--- src/rtl/ex_mem_pipe_reg_if.sv ---
// EX->MEM handshake bundle: EX-side payload and valid/ready, MEM-side registered view.
// slave = the pipeline register, master = whatever drives EX and consumes MEM.
interface ex_mem_pipe_reg_if #(
    parameter int DATA_W     = 32,
    parameter int REG_ADDR_W = 5
) ();
    logic                  in_valid;
    logic                  in_ready;
    logic                  flush;
    logic [4:0]            ctrl_in;
    logic [DATA_W-1:0]     branch_tgt_in;
    logic                  zero_in;
    logic [DATA_W-1:0]     alu_res_in;
    logic [DATA_W-1:0]     rt_data_in;
    logic [REG_ADDR_W-1:0] wr_reg_in;

    logic                  out_valid;
    logic                  out_ready;
    logic                  MemToReg;
    logic                  RegWrite;
    logic                  MemRead;
    logic                  MemWrite;
    logic                  Branch;
    logic [DATA_W-1:0]     branch_tgt;
    logic                  zero;
    logic [DATA_W-1:0]     alu_res;
    logic [DATA_W-1:0]     rt_data;
    logic [REG_ADDR_W-1:0] wr_reg;
    logic                  branch_taken;

    modport slave (
        input  in_valid, flush, ctrl_in, branch_tgt_in, zero_in, alu_res_in,
               rt_data_in, wr_reg_in, out_ready,
        output in_ready, out_valid, MemToReg, RegWrite, MemRead, MemWrite, Branch,
               branch_tgt, zero, alu_res, rt_data, wr_reg, branch_taken
    );

    modport master (
        output in_valid, flush, ctrl_in, branch_tgt_in, zero_in, alu_res_in,
               rt_data_in, wr_reg_in, out_ready,
        input  in_ready, out_valid, MemToReg, RegWrite, MemRead, MemWrite, Branch,
               branch_tgt, zero, alu_res, rt_data, wr_reg, branch_taken
    );
endinterface

--- src/rtl/ex_mem_pipe_reg.sv ---
// EX->MEM pipeline register with valid/ready, flush and valid-gated controls.
// Latency 1 cycle. Backpressure: default single entry, in_ready = !out_valid | out_ready;
// with EX_MEM_SKID_EN a one-entry skid makes in_ready a pure flop (!skid_full).
module ex_mem_pipe_reg #(
    parameter int DATA_W     = 32,
    parameter int REG_ADDR_W = 5
) (
    input  logic               clk,
    input  logic               reset,
    ex_mem_pipe_reg_if.slave   bus
);

    typedef struct packed {
        logic [4:0]            ctrl;   // {MemToReg,RegWrite,MemRead,MemWrite,Branch}
        logic [DATA_W-1:0]     tgt;
        logic                  zero;
        logic [DATA_W-1:0]     alu;
        logic [DATA_W-1:0]     rt;
        logic [REG_ADDR_W-1:0] wr;
    } entry_t;

    entry_t in_ent;
    entry_t out_q, out_d;
    logic   out_vld_q, out_vld_d;
    logic   in_rdy;
    logic   xfer_out;

    assign in_ent = '{ctrl: bus.ctrl_in, tgt: bus.branch_tgt_in, zero: bus.zero_in,
                      alu: bus.alu_res_in, rt: bus.rt_data_in, wr: bus.wr_reg_in};

    assign xfer_out = out_vld_q & bus.out_ready;

`ifdef EX_MEM_SKID_EN
    entry_t skid_q, skid_d;
    logic   skid_full_q, skid_full_d;

    assign in_rdy = ~skid_full_q;

    always_comb begin
        out_d       = out_q;
        out_vld_d   = out_vld_q;
        skid_d      = skid_q;
        skid_full_d = skid_full_q;
        if (bus.flush) begin
            out_vld_d   = 1'b0;
            skid_full_d = 1'b0;
        end else if (skid_full_q) begin
            // in_ready is low here, so only the drain can happen
            if (xfer_out) begin
                out_d       = skid_q;
                skid_full_d = 1'b0;
            end
        end else if (!out_vld_q || xfer_out) begin
            out_vld_d = bus.in_valid;
            if (bus.in_valid) begin
                out_d = in_ent;
            end
        end else if (bus.in_valid) begin
            skid_d      = in_ent;
            skid_full_d = 1'b1;
        end
    end

    always_ff @(posedge clk or posedge reset) begin
        if (reset) begin
            out_q       <= '0;
            out_vld_q   <= 1'b0;
            skid_q      <= '0;
            skid_full_q <= 1'b0;
        end else begin
            out_q       <= out_d;
            out_vld_q   <= out_vld_d;
            skid_q      <= skid_d;
            skid_full_q <= skid_full_d;
        end
    end
`else
    logic xfer_in;

    assign in_rdy  = ~out_vld_q | bus.out_ready;
    assign xfer_in = bus.in_valid & in_rdy;

    always_comb begin
        out_d     = out_q;
        out_vld_d = out_vld_q;
        if (bus.flush) begin
            out_vld_d = 1'b0;
        end else if (xfer_in) begin
            // also covers replace-on-drain when full and out_ready is high
            out_vld_d = 1'b1;
            out_d     = in_ent;
        end else if (xfer_out) begin
            out_vld_d = 1'b0;
        end
    end

    always_ff @(posedge clk or posedge reset) begin
        if (reset) begin
            out_q     <= '0;
            out_vld_q <= 1'b0;
        end else begin
            out_q     <= out_d;
            out_vld_q <= out_vld_d;
        end
    end
`endif

    assign bus.in_ready     = in_rdy;
    assign bus.out_valid    = out_vld_q;
    assign bus.MemToReg     = out_vld_q & out_q.ctrl[4];
    assign bus.RegWrite     = out_vld_q & out_q.ctrl[3];
    assign bus.MemRead      = out_vld_q & out_q.ctrl[2];
    assign bus.MemWrite     = out_vld_q & out_q.ctrl[1];
    assign bus.Branch       = out_vld_q & out_q.ctrl[0];
    assign bus.branch_tgt   = out_q.tgt;
    assign bus.zero         = out_q.zero;
    assign bus.alu_res      = out_q.alu;
    assign bus.rt_data      = out_q.rt;
    assign bus.wr_reg       = out_q.wr;
    assign bus.branch_taken = out_vld_q & out_q.ctrl[0] & out_q.zero;

endmodule

--- src/flat_wrapper.sv ---
// flat-port wrapper written by rule: the top's interface ports become plain ports
module ex_mem_pipe_reg_flat 
#(
    parameter int DATA_W     = 32,
    parameter int REG_ADDR_W = 5
)
  (clk, reset, bus_in_valid, bus_flush, bus_ctrl_in, bus_branch_tgt_in, bus_zero_in, bus_alu_res_in, bus_rt_data_in, bus_wr_reg_in, bus_out_ready, bus_in_ready, bus_out_valid, bus_MemToReg, bus_RegWrite, bus_MemRead, bus_MemWrite, bus_Branch, bus_branch_tgt, bus_zero, bus_alu_res, bus_rt_data, bus_wr_reg, bus_branch_taken);
  ex_mem_pipe_reg_if #(.DATA_W(DATA_W), .REG_ADDR_W(REG_ADDR_W)) bus_i ();
  input  logic clk;
  input  logic reset;
  input wire logic [$bits(bus_i.in_valid)-1:0] bus_in_valid;
  input wire logic [$bits(bus_i.flush)-1:0] bus_flush;
  input wire logic [$bits(bus_i.ctrl_in)-1:0] bus_ctrl_in;
  input wire logic [$bits(bus_i.branch_tgt_in)-1:0] bus_branch_tgt_in;
  input wire logic [$bits(bus_i.zero_in)-1:0] bus_zero_in;
  input wire logic [$bits(bus_i.alu_res_in)-1:0] bus_alu_res_in;
  input wire logic [$bits(bus_i.rt_data_in)-1:0] bus_rt_data_in;
  input wire logic [$bits(bus_i.wr_reg_in)-1:0] bus_wr_reg_in;
  input wire logic [$bits(bus_i.out_ready)-1:0] bus_out_ready;
  output wire logic [$bits(bus_i.in_ready)-1:0] bus_in_ready;
  output wire logic [$bits(bus_i.out_valid)-1:0] bus_out_valid;
  output wire logic [$bits(bus_i.MemToReg)-1:0] bus_MemToReg;
  output wire logic [$bits(bus_i.RegWrite)-1:0] bus_RegWrite;
  output wire logic [$bits(bus_i.MemRead)-1:0] bus_MemRead;
  output wire logic [$bits(bus_i.MemWrite)-1:0] bus_MemWrite;
  output wire logic [$bits(bus_i.Branch)-1:0] bus_Branch;
  output wire logic [$bits(bus_i.branch_tgt)-1:0] bus_branch_tgt;
  output wire logic [$bits(bus_i.zero)-1:0] bus_zero;
  output wire logic [$bits(bus_i.alu_res)-1:0] bus_alu_res;
  output wire logic [$bits(bus_i.rt_data)-1:0] bus_rt_data;
  output wire logic [$bits(bus_i.wr_reg)-1:0] bus_wr_reg;
  output wire logic [$bits(bus_i.branch_taken)-1:0] bus_branch_taken;
  assign bus_i.in_valid = bus_in_valid;
  assign bus_i.flush = bus_flush;
  assign bus_i.ctrl_in = bus_ctrl_in;
  assign bus_i.branch_tgt_in = bus_branch_tgt_in;
  assign bus_i.zero_in = bus_zero_in;
  assign bus_i.alu_res_in = bus_alu_res_in;
  assign bus_i.rt_data_in = bus_rt_data_in;
  assign bus_i.wr_reg_in = bus_wr_reg_in;
  assign bus_i.out_ready = bus_out_ready;
  assign bus_in_ready = bus_i.in_ready;
  assign bus_out_valid = bus_i.out_valid;
  assign bus_MemToReg = bus_i.MemToReg;
  assign bus_RegWrite = bus_i.RegWrite;
  assign bus_MemRead = bus_i.MemRead;
  assign bus_MemWrite = bus_i.MemWrite;
  assign bus_Branch = bus_i.Branch;
  assign bus_branch_tgt = bus_i.branch_tgt;
  assign bus_zero = bus_i.zero;
  assign bus_alu_res = bus_i.alu_res;
  assign bus_rt_data = bus_i.rt_data;
  assign bus_wr_reg = bus_i.wr_reg;
  assign bus_branch_taken = bus_i.branch_taken;
  ex_mem_pipe_reg #(.DATA_W(DATA_W), .REG_ADDR_W(REG_ADDR_W)) u_core (.clk(clk), .reset(reset), .bus(bus_i));
endmodule
--- config.mk ---
export PLATFORM = sky130hd
export DESIGN_NAME = ex_mem_pipe_reg_flat
export DESIGN_NICKNAME = d
export VERILOG_FILES = /design/src/rtl/ex_mem_pipe_reg_if.sv /design/src/rtl/ex_mem_pipe_reg.sv /design/src/flat_wrapper.sv
export SDC_FILE = /design/constraint.sdc
export NUM_CORES = 1
export LEC_CHECK = 0
export BUFFER_PORTS_ARGS = -buffer_cell sky130_fd_sc_hd__buf_2
export CAP_MARGIN = 20
export CORE_ASPECT_RATIO = 2
export CORE_MARGIN = 2
export CORE_UTILIZATION = 50
export DETAILED_ROUTE_END_ITERATION = 7
export GPL_ROUTABILITY_DRIVEN = 0
export PLACE_DENSITY_LB_ADDON = 0.3
export SLEW_MARGIN = 30
export SYNTH_ARGS = -nofsm -noshare
export SYNTH_HDL_FRONTEND = slang
export SYNTH_SLANG_ARGS = --single-unit
--- constraint.sdc ---
create_clock -name clk -period 6.1 [get_ports clk]
set_input_delay 1.22 -clock clk [delete_from_list [all_inputs] [get_ports clk]]
set_output_delay 1.22 -clock clk [all_outputs]
set_load 0.02 [all_outputs]
==> results.txt, run 1 <==
Status: complete, no violations
Global-route wire length before repair: 14.7 mm
Yosys cell types: 13
Met2 Wirelength: 5.27 mm
Register area share after synthesis: 0.541
CTS resizes: 0
Rel. slew slack: 0.391
Crit Path Class: in2out
Hold Path Sink: u_core.bus.alu_res[11]$_DFFE_PP0P_
WL final: 9.51 mm
WHS Path Cells: 1
CP startpoint kind: input port
PortBufs: 221
WP data required: 4.88 ns
Power consumption: 2.05 mW
Most used cell, CP: buf_2
Fmax: 0.344 GHz
Seq cells post-synth: 108
Commonest cells in the netlist: 108 x buf_4, 108 x dfrtp_1, 77 x mux2_2, 30 x mux2_4, 5 x and2_1
Synth area leaders: dfrtp_1 54%, mux2_2 17%, buf_4 16%
Bufs on Longest Clock Path: 2
Chip Width: 74.7 um
Layout cells sized above 1: 0.743
Area share of the leading cell type in the synthesized netlist: 0.541
Fill cells: 840
Ant diodes: 0
Reg clk slew, reported paths: 0.06 ns
CP cell instances: buf_2 > nor2b_4 > inv_1 > buf_2
Via count: 2787
RSZ-0062 raised after global routing: no
DR vias/cell: 4.65
CTS root buf: clkbuf_16
Critical path's top delay family: buffers and inverters
IO Pins: 222
Skew final: 0.00515 ns
Max-slew violation count: 0
Worst path bufs/invs: 3
Overflow left after global routing: 0
Power per Cell Area: 358 nW/um^2
Worst Tran Pin Value: 0.914 ns
Setup violators final: 0
Core area: 9760 um^2
TritonCTS Buffers: 9
Post-synth EDFFs: 0
Crit share post-route: 0.477
Area Overhead vs Synth: 14.8%
Worst IR Drop VDD: 0.214 mV
Initial Utilization: 0.512
Row count: 51
DRT met1 WL: 3.28 mm
Final Util: 0.587
DRC: 0
First DRT Iteration DRCs: 70
Synth async-reset ratio: 1.00
Critical Path Max Stage Delay: 0.15 ns
Largest net degree at the start of global routing: 63
Worst-Skew Late Latency: 0.34 ns
Global-route usage over all layers: 0.181
Synth area leader: dfrtp_1
Post-CTS Setup Inserts: 0
Syn Area/Cell: 14.7 um^2
Clock sinks: 108
Hold Path Class: reg2reg
HPWL Detailed: 7.23 mm
CP Data Arrival Time: 1.69 ns
DR top layer: met5
Lkg Pwr: 2.88 nW
Syn Inst Count: 340
H-tree depth: 3
CTS tree: built
Max cap viols: 0
Period minus WS final: 2.91 ns
Worst reg2reg path depth: 4
CTS Hold Bufs: 0
Ys flop type: dfrtp_1
Worst r2r src: u_core.bus.out_valid$_DFFE_PP0P_
Layout Nets: 574
Die height: 145 um
CP Capture Type: output pin
Met3 wire len: 547 um
R2r endpoint: u_core.bus.alu_res[7]$_DFFE_PP0P_
Routed Antenna Nets: 0
Slowest cell on crit path: buf_2
Vias in the first global route: 3009
Synth warn: 0
Final hold vios: 0
Crit path max fanout: 3
Setup_tns: 0 ns
Die ar.: 10900 um^2
HP Start: u_core.bus.alu_res[11]$_DFFE_PP0P_
Initial antenna violation count: 1
Syn_nets: 452
DRT Pass-1 Iters: 4
Syn Std Cell Area: 5000 um^2
Drt wl/cell: 15.9 um
Reg2Reg Setup Slack: 3.98 ns
-- metal layers --
metal  track usage  up-vias
li1              -     1279
met1         0.184     1347
met2         0.317      131
met3        0.0471       28
met4         0.104        2
met5             0        -
-- how the worst max path moves through the flow --
stage               cells after the start           from  slack (ns)                                end
floorplan                               1          reset        2.03  u_core.bus.alu_res[0]$_DFFE_PP0P_
global placement                        4  bus_out_ready        3.20                       bus_in_ready
detailed placement                      4  bus_out_ready        3.20                       bus_in_ready
CTS                                     4  bus_out_ready        3.19                       bus_in_ready
global route                            4  bus_out_ready        3.17                       bus_in_ready
finish                                  4  bus_out_ready        3.19                       bus_in_ready
-- cells by family (layout without fill, tap and decap cells) --
family                 Yosys count  count (layout)  share of synthesized area
buffers and inverters          115             242                      0.181
AND/OR/NAND/NOR                 10              10                     0.0143
flip-flops                     108             108                      0.541
multiplexers                   107             107                      0.264
-- stage by stage --
stage	instance area, um^2	cells	setup WS (ns)	hold WS, ns
floorplan	5000	340	2.03	0.473
global placement	5400	583	3.20	0.483
detailed placement	5400	583	3.20	0.488
CTS	5740	599	3.19	0.504
global route	5740	599	3.17	0.520
finish	5740	599	3.19	0.499
-- layout make-up --
cell class              instances  area (um^2)  area share
clock inverters                 4         97.6      0.0170
clock buffers                  12          236      0.0412
flip-flops and latches        108         2700       0.471
well taps                     132          165      0.0288
inverters                       2         10.0     0.00175
repair buffers                224         1130       0.197
multi-input cells             117         1400       0.243
-- worst reg2reg max path: cells and delay by family, from the launching register on --
kind	cells	cell delay, ns
flip-flops	1	0.45
buffers and inverters	1	0.71
multiplexers	1	0.49
AND/OR/NAND/NOR	2	0.35
-- cell usage in the layout (no fill, tap or decap) --
cell / n
nor3b_4: 1
buf_2: 221
dfrtp_1: 108
inv_4: 1
bufinv_16: 3
inv_1: 1
mux2_4: 30
mux2_2: 77
buf_4: 3
nor2b_4: 1
clkbuf_1: 3
nor2_1: 2
and2_1: 5
clkbuf_16: 9
clkinvlp_4: 1
and3_1: 1
-- power breakdown --
part	switching [mW]	total [mW]	internal, mW
logic	0.277	0.505	0.228
clock network	0.248	0.650	0.402
registers	0.0610	0.899	0.838
(Power assumes the default switching activity.)
==> run 2: changes to the inputs <==
Settings changed: CORE_UTILIZATION 50 to 43.
Clock period 6.1 ns to 2.51 ns, I/O delays scaled along.
==> run 2 against run 1 <==
Compared with the run above:
- critical path depth is 1 higher
- combinational power is 150% higher
- non-clock buffer count is 3 higher
- flip-flop and latch count stayed put
- clock-buffer cell count stayed put
- critical path type is now reg2reg
==> results.txt, run 2 (synthesis gave the netlist of run 1 again) <==
Status: complete, no violations (unchanged)
Global-route usage over all layers: 0.150 (was 0.181)
Power per Cell Area: 827 nW/um^2 (was 358 nW/um^2)
Setup violators final: 0 (unchanged)
Global-route wire length before repair: 14.4 mm (was 14.7 mm)
Die height: 156 um (was 145 um)
Chip Width: 80.2 um (was 74.7 um)
Vias in the first global route: 3007 (was 3009)
CP Capture Type: flip-flop (was output pin)
Layout cells sized above 1: 0.749 (was 0.743)
CTS resizes: 0 (unchanged)
CTS tree: built (unchanged)
Lkg Pwr: 2.88 nW (about the same)
Bufs on Longest Clock Path: 2 (unchanged)
Largest net degree at the start of global routing: 55 (was 63)
Worst reg2reg path depth: 5 (was 4)
CP startpoint kind: flip-flop (was input port)
Core area: 11400 um^2 (was 9760 um^2)
Crit path max fanout: 48 (was 3)
Area of the multi-input gates: 1400 um^2 (unchanged)
DRT Pass-1 Iters: 4 (unchanged)
Die ar.: 12500 um^2 (was 10900 um^2)
DR vias/cell: 4.54 (was 4.65)
HPWL Detailed: 7.22 mm (was 7.23 mm)
Routed Antenna Nets: 0 (unchanged)
Initial antenna violation count: 0 (was 1)
Fmax: 0.550 GHz
H-tree depth: 3 (unchanged)
Fill cells: 1023 (was 840)
Post-Layout Inst Area: 5780 um^2 (was 5740 um^2)
IO Pins: 222 (unchanged)
Worst Tran Pin Value: 0.341 ns (was 0.914 ns)
Clock sinks: 108 (unchanged)
RSZ-0062 raised after global routing: no (unchanged)
Skew final: 0.00629 ns (was 0.00515 ns)
Pre-CTS setup slack: 0.631 ns (was 3.20 ns)
Overflow left after global routing: 0 (unchanged)
Commonest cells after routing, fill and taps aside: 221 x buf_2, 108 x dfrtp_1, 77 x mux2_2 (unchanged)
CP Data Arrival Time: 2.04 ns (was 1.69 ns)
Max cap viols: 0 (unchanged)
DRC: 0 (unchanged)
FF/Latch Area: 2700 um^2 (unchanged)
Crit share post-route: 0.725
Ant diodes: 0 (unchanged)
Layout Nets: 577 (was 574)
Commonest non-fill, non-tap cell in the layout: buf_2 (unchanged)
WL final: 9.48 mm (was 9.51 mm)
CTS Hold Bufs: 0 (unchanged)
Final WS setup: 0.690 ns (was 3.19 ns)
Post-CTS Setup Inserts: 0 (unchanged)
Reg clk slew, reported paths: 0.07 ns (was 0.06 ns)
CTS root buf: clkbuf_16 (unchanged)
Hold Path Class: in2async (was reg2reg)
Final hold vios: 0 (unchanged)
Initial Utilization: 0.440 (was 0.512)
PortBufs: 221 (unchanged)
First DRT Iteration DRCs: 69 (was 70)
Crit Path Class: reg2reg (was in2out)
Worst-Skew Late Latency: 0.34 ns (about the same)
Max-slew violation count: 0 (unchanged)
Row count: 55 (was 51)
Period minus WS final: 1.82 ns
Area Overhead vs Synth: 15.6% (was 14.8%)
Worst IR Drop VDD: 0.456 mV (was 0.214 mV)
WP data required: 2.73 ns (was 4.88 ns)
Placed instance area: 5490 um^2 (was 5400 um^2)
TritonCTS Buffers: 9 (unchanged)
Setup_tns: 0 ns (unchanged)
Rel. slew slack: 0.772 (was 0.391)
Via count: 2780 (was 2787)
Drt wl/cell: 15.5 um (was 15.9 um)
[run 2: changes by cell type in the layout (fill, tap and decap cells not counted), sizes merged]
cell | before | now
clkinvlp | 1 | 3
clkinv | 0 | 1
bufinv | 3 | 0
buf | 224 | 227
[run 2: final cells by class]
cell class | count | share of cell area
clock inverters | 4 | 0.00563
well taps | 142 | 0.0308
clock buffers | 12 | 0.0444
flip-flops and latches | 108 | 0.468
inverters | 2 | 0.00195
multi-input cells | 117 | 0.241
repair buffers | 227 | 0.208
[run 2: path summary, 6_finish.rpt]
check / start / end / slack, ns
worst max register to register: u_core.bus.out_valid$_DFFE_PP0P_ / u_core.bus.branch_tgt[21]$_DFFE_PP0P_ / 0.69
worst max-delay path: u_core.bus.out_valid$_DFFE_PP0P_ / u_core.bus.branch_tgt[21]$_DFFE_PP0P_ / 0.69
worst min-delay path: reset / u_core.bus.alu_res[1]$_DFFE_PP0P_ / 0.06
max in group asynchronous: reset / u_core.bus.rt_data[8]$_DFFE_PP0P_ / 1.92
worst min register to register: u_core.bus.alu_res[14]$_DFFE_PP0P_ / u_core.bus.alu_res[14]$_DFFE_PP0P_ / 0.50
min in group clk: bus_flush / u_core.bus.out_valid$_DFFE_PP0P_ / 0.37
[run 2: metrics by stage]
step                std cells  total power [mW]  hold slack [ns]   util
finish                    612              4.78           0.0564  0.509
floorplan                 340              3.40            0.473      -
global route              612              5.02           0.0461  0.509
global placement          596              3.45            0.407  0.483
detailed placement        596              3.48            0.405  0.483
CTS                       612              4.85           0.0402  0.509
[run 2: worst max-delay path: stages, from the launching register on]
cell	delay, ns
dfrtp_1	0.45
nor2b_4	0.17
nor3b_4	0.20
buf_12	0.19
buf_12	0.26
mux2_2	0.38
[run 2: per-layer routing]
layer | track usage | share of wire | vias to the layer above
met4 | 0.0864 | 0.039 | 0
met1 | 0.156 | 0.34 | 1357
met5 | 0 | 0 | -
met2 | 0.269 | 0.56 | 123
met3 | 0.0363 | 0.060 | 25
li1 | - | - | 1275
[run 2: report_power, final]
part / total [mW] / internal, mW / switching [mW]
clock: 1.35 / 0.734 / 0.621
combinational: 1.24 / 0.565 / 0.675
sequential: 2.18 / 2.04 / 0.148
==> run 3: changes to the inputs <==
Settings changed: CORE_UTILIZATION 43 to 47.
Clock period 2.51 ns to 1.7 ns, I/O delays scaled along.
==> run 3 against run 2 <==
Compared with the run above:
- non-clock buffer count up 8
- fmax up 12%
- routed wire length up 0.13%
- critical endpoint is now u_core.bus.alu_res[15]$_DFFE_PP0P_
- highest routed layer unchanged
==> results.txt, run 3 (synthesis gave the netlist of run 1 again) <==
Status: complete, no violations (unchanged)
Global-route wire length before repair: 14.5 mm (was 14.4 mm)
Max-slew violation count: 0 (unchanged)
Row count: 53 (was 55)
Crit path max fanout: 30 (was 48)
Clock network fraction of total power: 0.276 (was 0.283)
Global-route usage over all layers: 0.163 (was 0.150)
First DRT Iteration DRCs: 56 (was 69)
Power per Cell Area: 1200 nW/um^2 (was 827 nW/um^2)
DRC: 0 (unchanged)
Die height: 150 um (was 156 um)
Post-Layout Inst Area: 5830 um^2 (was 5780 um^2)
TritonCTS Buffers: 9 (unchanged)
Commonest cells after routing, fill and taps aside: 221 x buf_2, 108 x dfrtp_1, 77 x mux2_2 (unchanged)
Int Pwr: 4.89 mW (was 3.33 mW)
DR vias/cell: 4.67 (was 4.54)
Setup violators final: 0 (unchanged)
WP data required: 1.91 ns (was 2.73 ns)
Hold Path Class: in2async (unchanged)
IO Pins: 222 (unchanged)
Chip Width: 76.9 um (was 80.2 um)
Bufs on Longest Clock Path: 2 (unchanged)
WL final: 9.49 mm (was 9.48 mm)
Initial antenna violation count: 0 (unchanged)
RSZ-0062 raised after global routing: no (unchanged)
R2r endpoint: u_core.bus.alu_res[15]$_DFFE_PP0P_ (was u_core.bus.branch_tgt[21]$_DFFE_PP0P_)
Largest net degree at the start of global routing: 58 (was 55)
Worst r2r src: u_core.bus.out_valid$_DFFE_PP0P_ (unchanged)
Drt wl/cell: 15.4 um (was 15.5 um)
CP Capture Type: flip-flop (unchanged)
Worst reg2reg path depth: 5 (unchanged)
Area Overhead vs Synth: 16.8% (was 15.6%)
CP startpoint kind: flip-flop (unchanged)
HPWL Detailed: 7.40 mm (was 7.22 mm)
Setup_tns: 0 ns (unchanged)
Final hold vios: 0 (unchanged)
Crit share post-route: 0.955 (was 0.725)
Skew final: 0.00690 ns (was 0.00629 ns)
Overflow left after global routing: 0 (unchanged)
Placed instance area: 5550 um^2 (was 5490 um^2)
Via count: 2869 (was 2780)
Layout Nets: 585 (was 577)
DRT Pass-1 Iters: 4 (unchanged)
Ant diodes: 0 (unchanged)
CTS resizes: 0 (unchanged)
Routed Antenna Nets: 0 (unchanged)
Period minus WS final: 1.62 ns (was 1.82 ns)
Psw: 2.12 mW (was 1.44 mW)
Layout cells sized above 1: 0.753 (was 0.749)
Worst Tran Pin Value: 0.309 ns (was 0.341 ns)
CP Data Arrival Time: 1.84 ns (was 2.04 ns)
Vias in the first global route: 2902 (was 3007)
CTS root buf: clkbuf_16 (unchanged)
CTS Hold Bufs: 0 (unchanged)
Rel. slew slack: 0.794 (was 0.772)
Logic pwr share: 0.264 (was 0.260)
Lkg Pwr: 2.92 nW (was 2.88 nW)
Reg2Reg Setup Slack: 0.08 ns (was 0.69 ns)
Clock sinks: 108 (unchanged)
Switch share: 0.303 (was 0.302)
Reg clk slew, reported paths: 0.07 ns (about the same)
Worst IR Drop VDD: 0.608 mV (was 0.456 mV)
PortBufs: 221 (unchanged)
Die ar.: 11500 um^2 (was 12500 um^2)
CTS tree: built (unchanged)
Initial Utilization: 0.480 (was 0.440)
Reg power frac: 0.460 (was 0.457)
Worst-Skew Late Latency: 0.33 ns (was 0.34 ns)
Core area: 10400 um^2 (was 11400 um^2)
Commonest non-fill, non-tap cell in the layout: buf_2 (unchanged)
Max cap viols: 0 (unchanged)
Crit Path Class: reg2reg (unchanged)
Post-CTS Setup Inserts: 0 (unchanged)
Fmax: 0.616 GHz (was 0.550 GHz)
H-tree depth: 3 (unchanged)
-- run 3: worst max path at each step --
stage	from	end	slack, ns	cells after the start
after CTS	u_core.bus.out_valid$_DFFE_PP0P_	u_core.bus.branch_tgt[28]$_DFFE_PP0P_	0.07	5
final	u_core.bus.out_valid$_DFFE_PP0P_	u_core.bus.alu_res[15]$_DFFE_PP0P_	0.08	5
after detailed placement	u_core.bus.out_valid$_DFFE_PP0P_	u_core.bus.alu_res[15]$_DFFE_PP0P_	0.09	5
after floorplan	reset	u_core.bus.alu_res[0]$_DFFE_PP0P_	0.06	1
after global routing	u_core.bus.out_valid$_DFFE_PP0P_	u_core.bus.branch_tgt[8]$_DFFE_PP0P_	0.01	5
after global placement	u_core.bus.out_valid$_DFFE_PP0P_	u_core.bus.alu_res[19]$_DFFE_PP0P_	0.14	5
-- run 3: final cells by class --
cell class | instances | area [um^2]
fillers | 919 | 4580
repair buffers | 235 | 1270
well taps | 137 | 171
multi-input cells | 117 | 1400
inverters | 2 | 11.3
clock inverters | 5 | 36.3
clock buffers | 11 | 243
flip-flops and latches | 108 | 2700
-- run 3: per-stage QoR --
step	cells	power (mW)	utilization	setup WS, ns	hold slack, ns
after global placement	599	5.10	0.533	0.139	0.454
after CTS	615	7.11	0.560	0.0682	0.0996
after global routing	615	7.36	0.560	0.00999	0.106
after floorplan	340	5.02	-	0.0581	0.406
final	615	7.02	0.560	0.0760	0.0882
after detailed placement	599	5.16	0.533	0.0907	0.465
-- run 3: power groups by stage --
| stage | Clock (mW) | Sequential, mW | Combinational (mW) |
|---|---|---|---|
| final | 1.94 | 3.23 | 1.85 |
| after global routing | 2.12 | 3.29 | 1.96 |
| after CTS | 1.99 | 3.24 | 1.88 |
| after detailed placement | 0 | 3.28 | 1.88 |
| after global placement | 0 | 3.26 | 1.84 |
| after floorplan | 0 | 3.22 | 1.79 |
-- run 3: critical path, cell delays in order, from the launching register on --
cell and delay (ns):
dfrtp_1 0.38, nor2b_4 0.14, nor3b_4 0.21, buf_12 0.19, buf_12 0.20, mux2_2 0.36
-- run 3: routing by layer --
layer | part of all wire | wire length [um] | vias up | GRT usage
li1 | - | - | 1300 | -
met1 | 0.34 | 3240 | 1431 | 0.171
met5 | 0 | 0 | - | 0
met4 | 0.025 | 235 | 0 | 0.0773
met2 | 0.58 | 5530 | 120 | 0.307
met3 | 0.052 | 492 | 18 | 0.0326
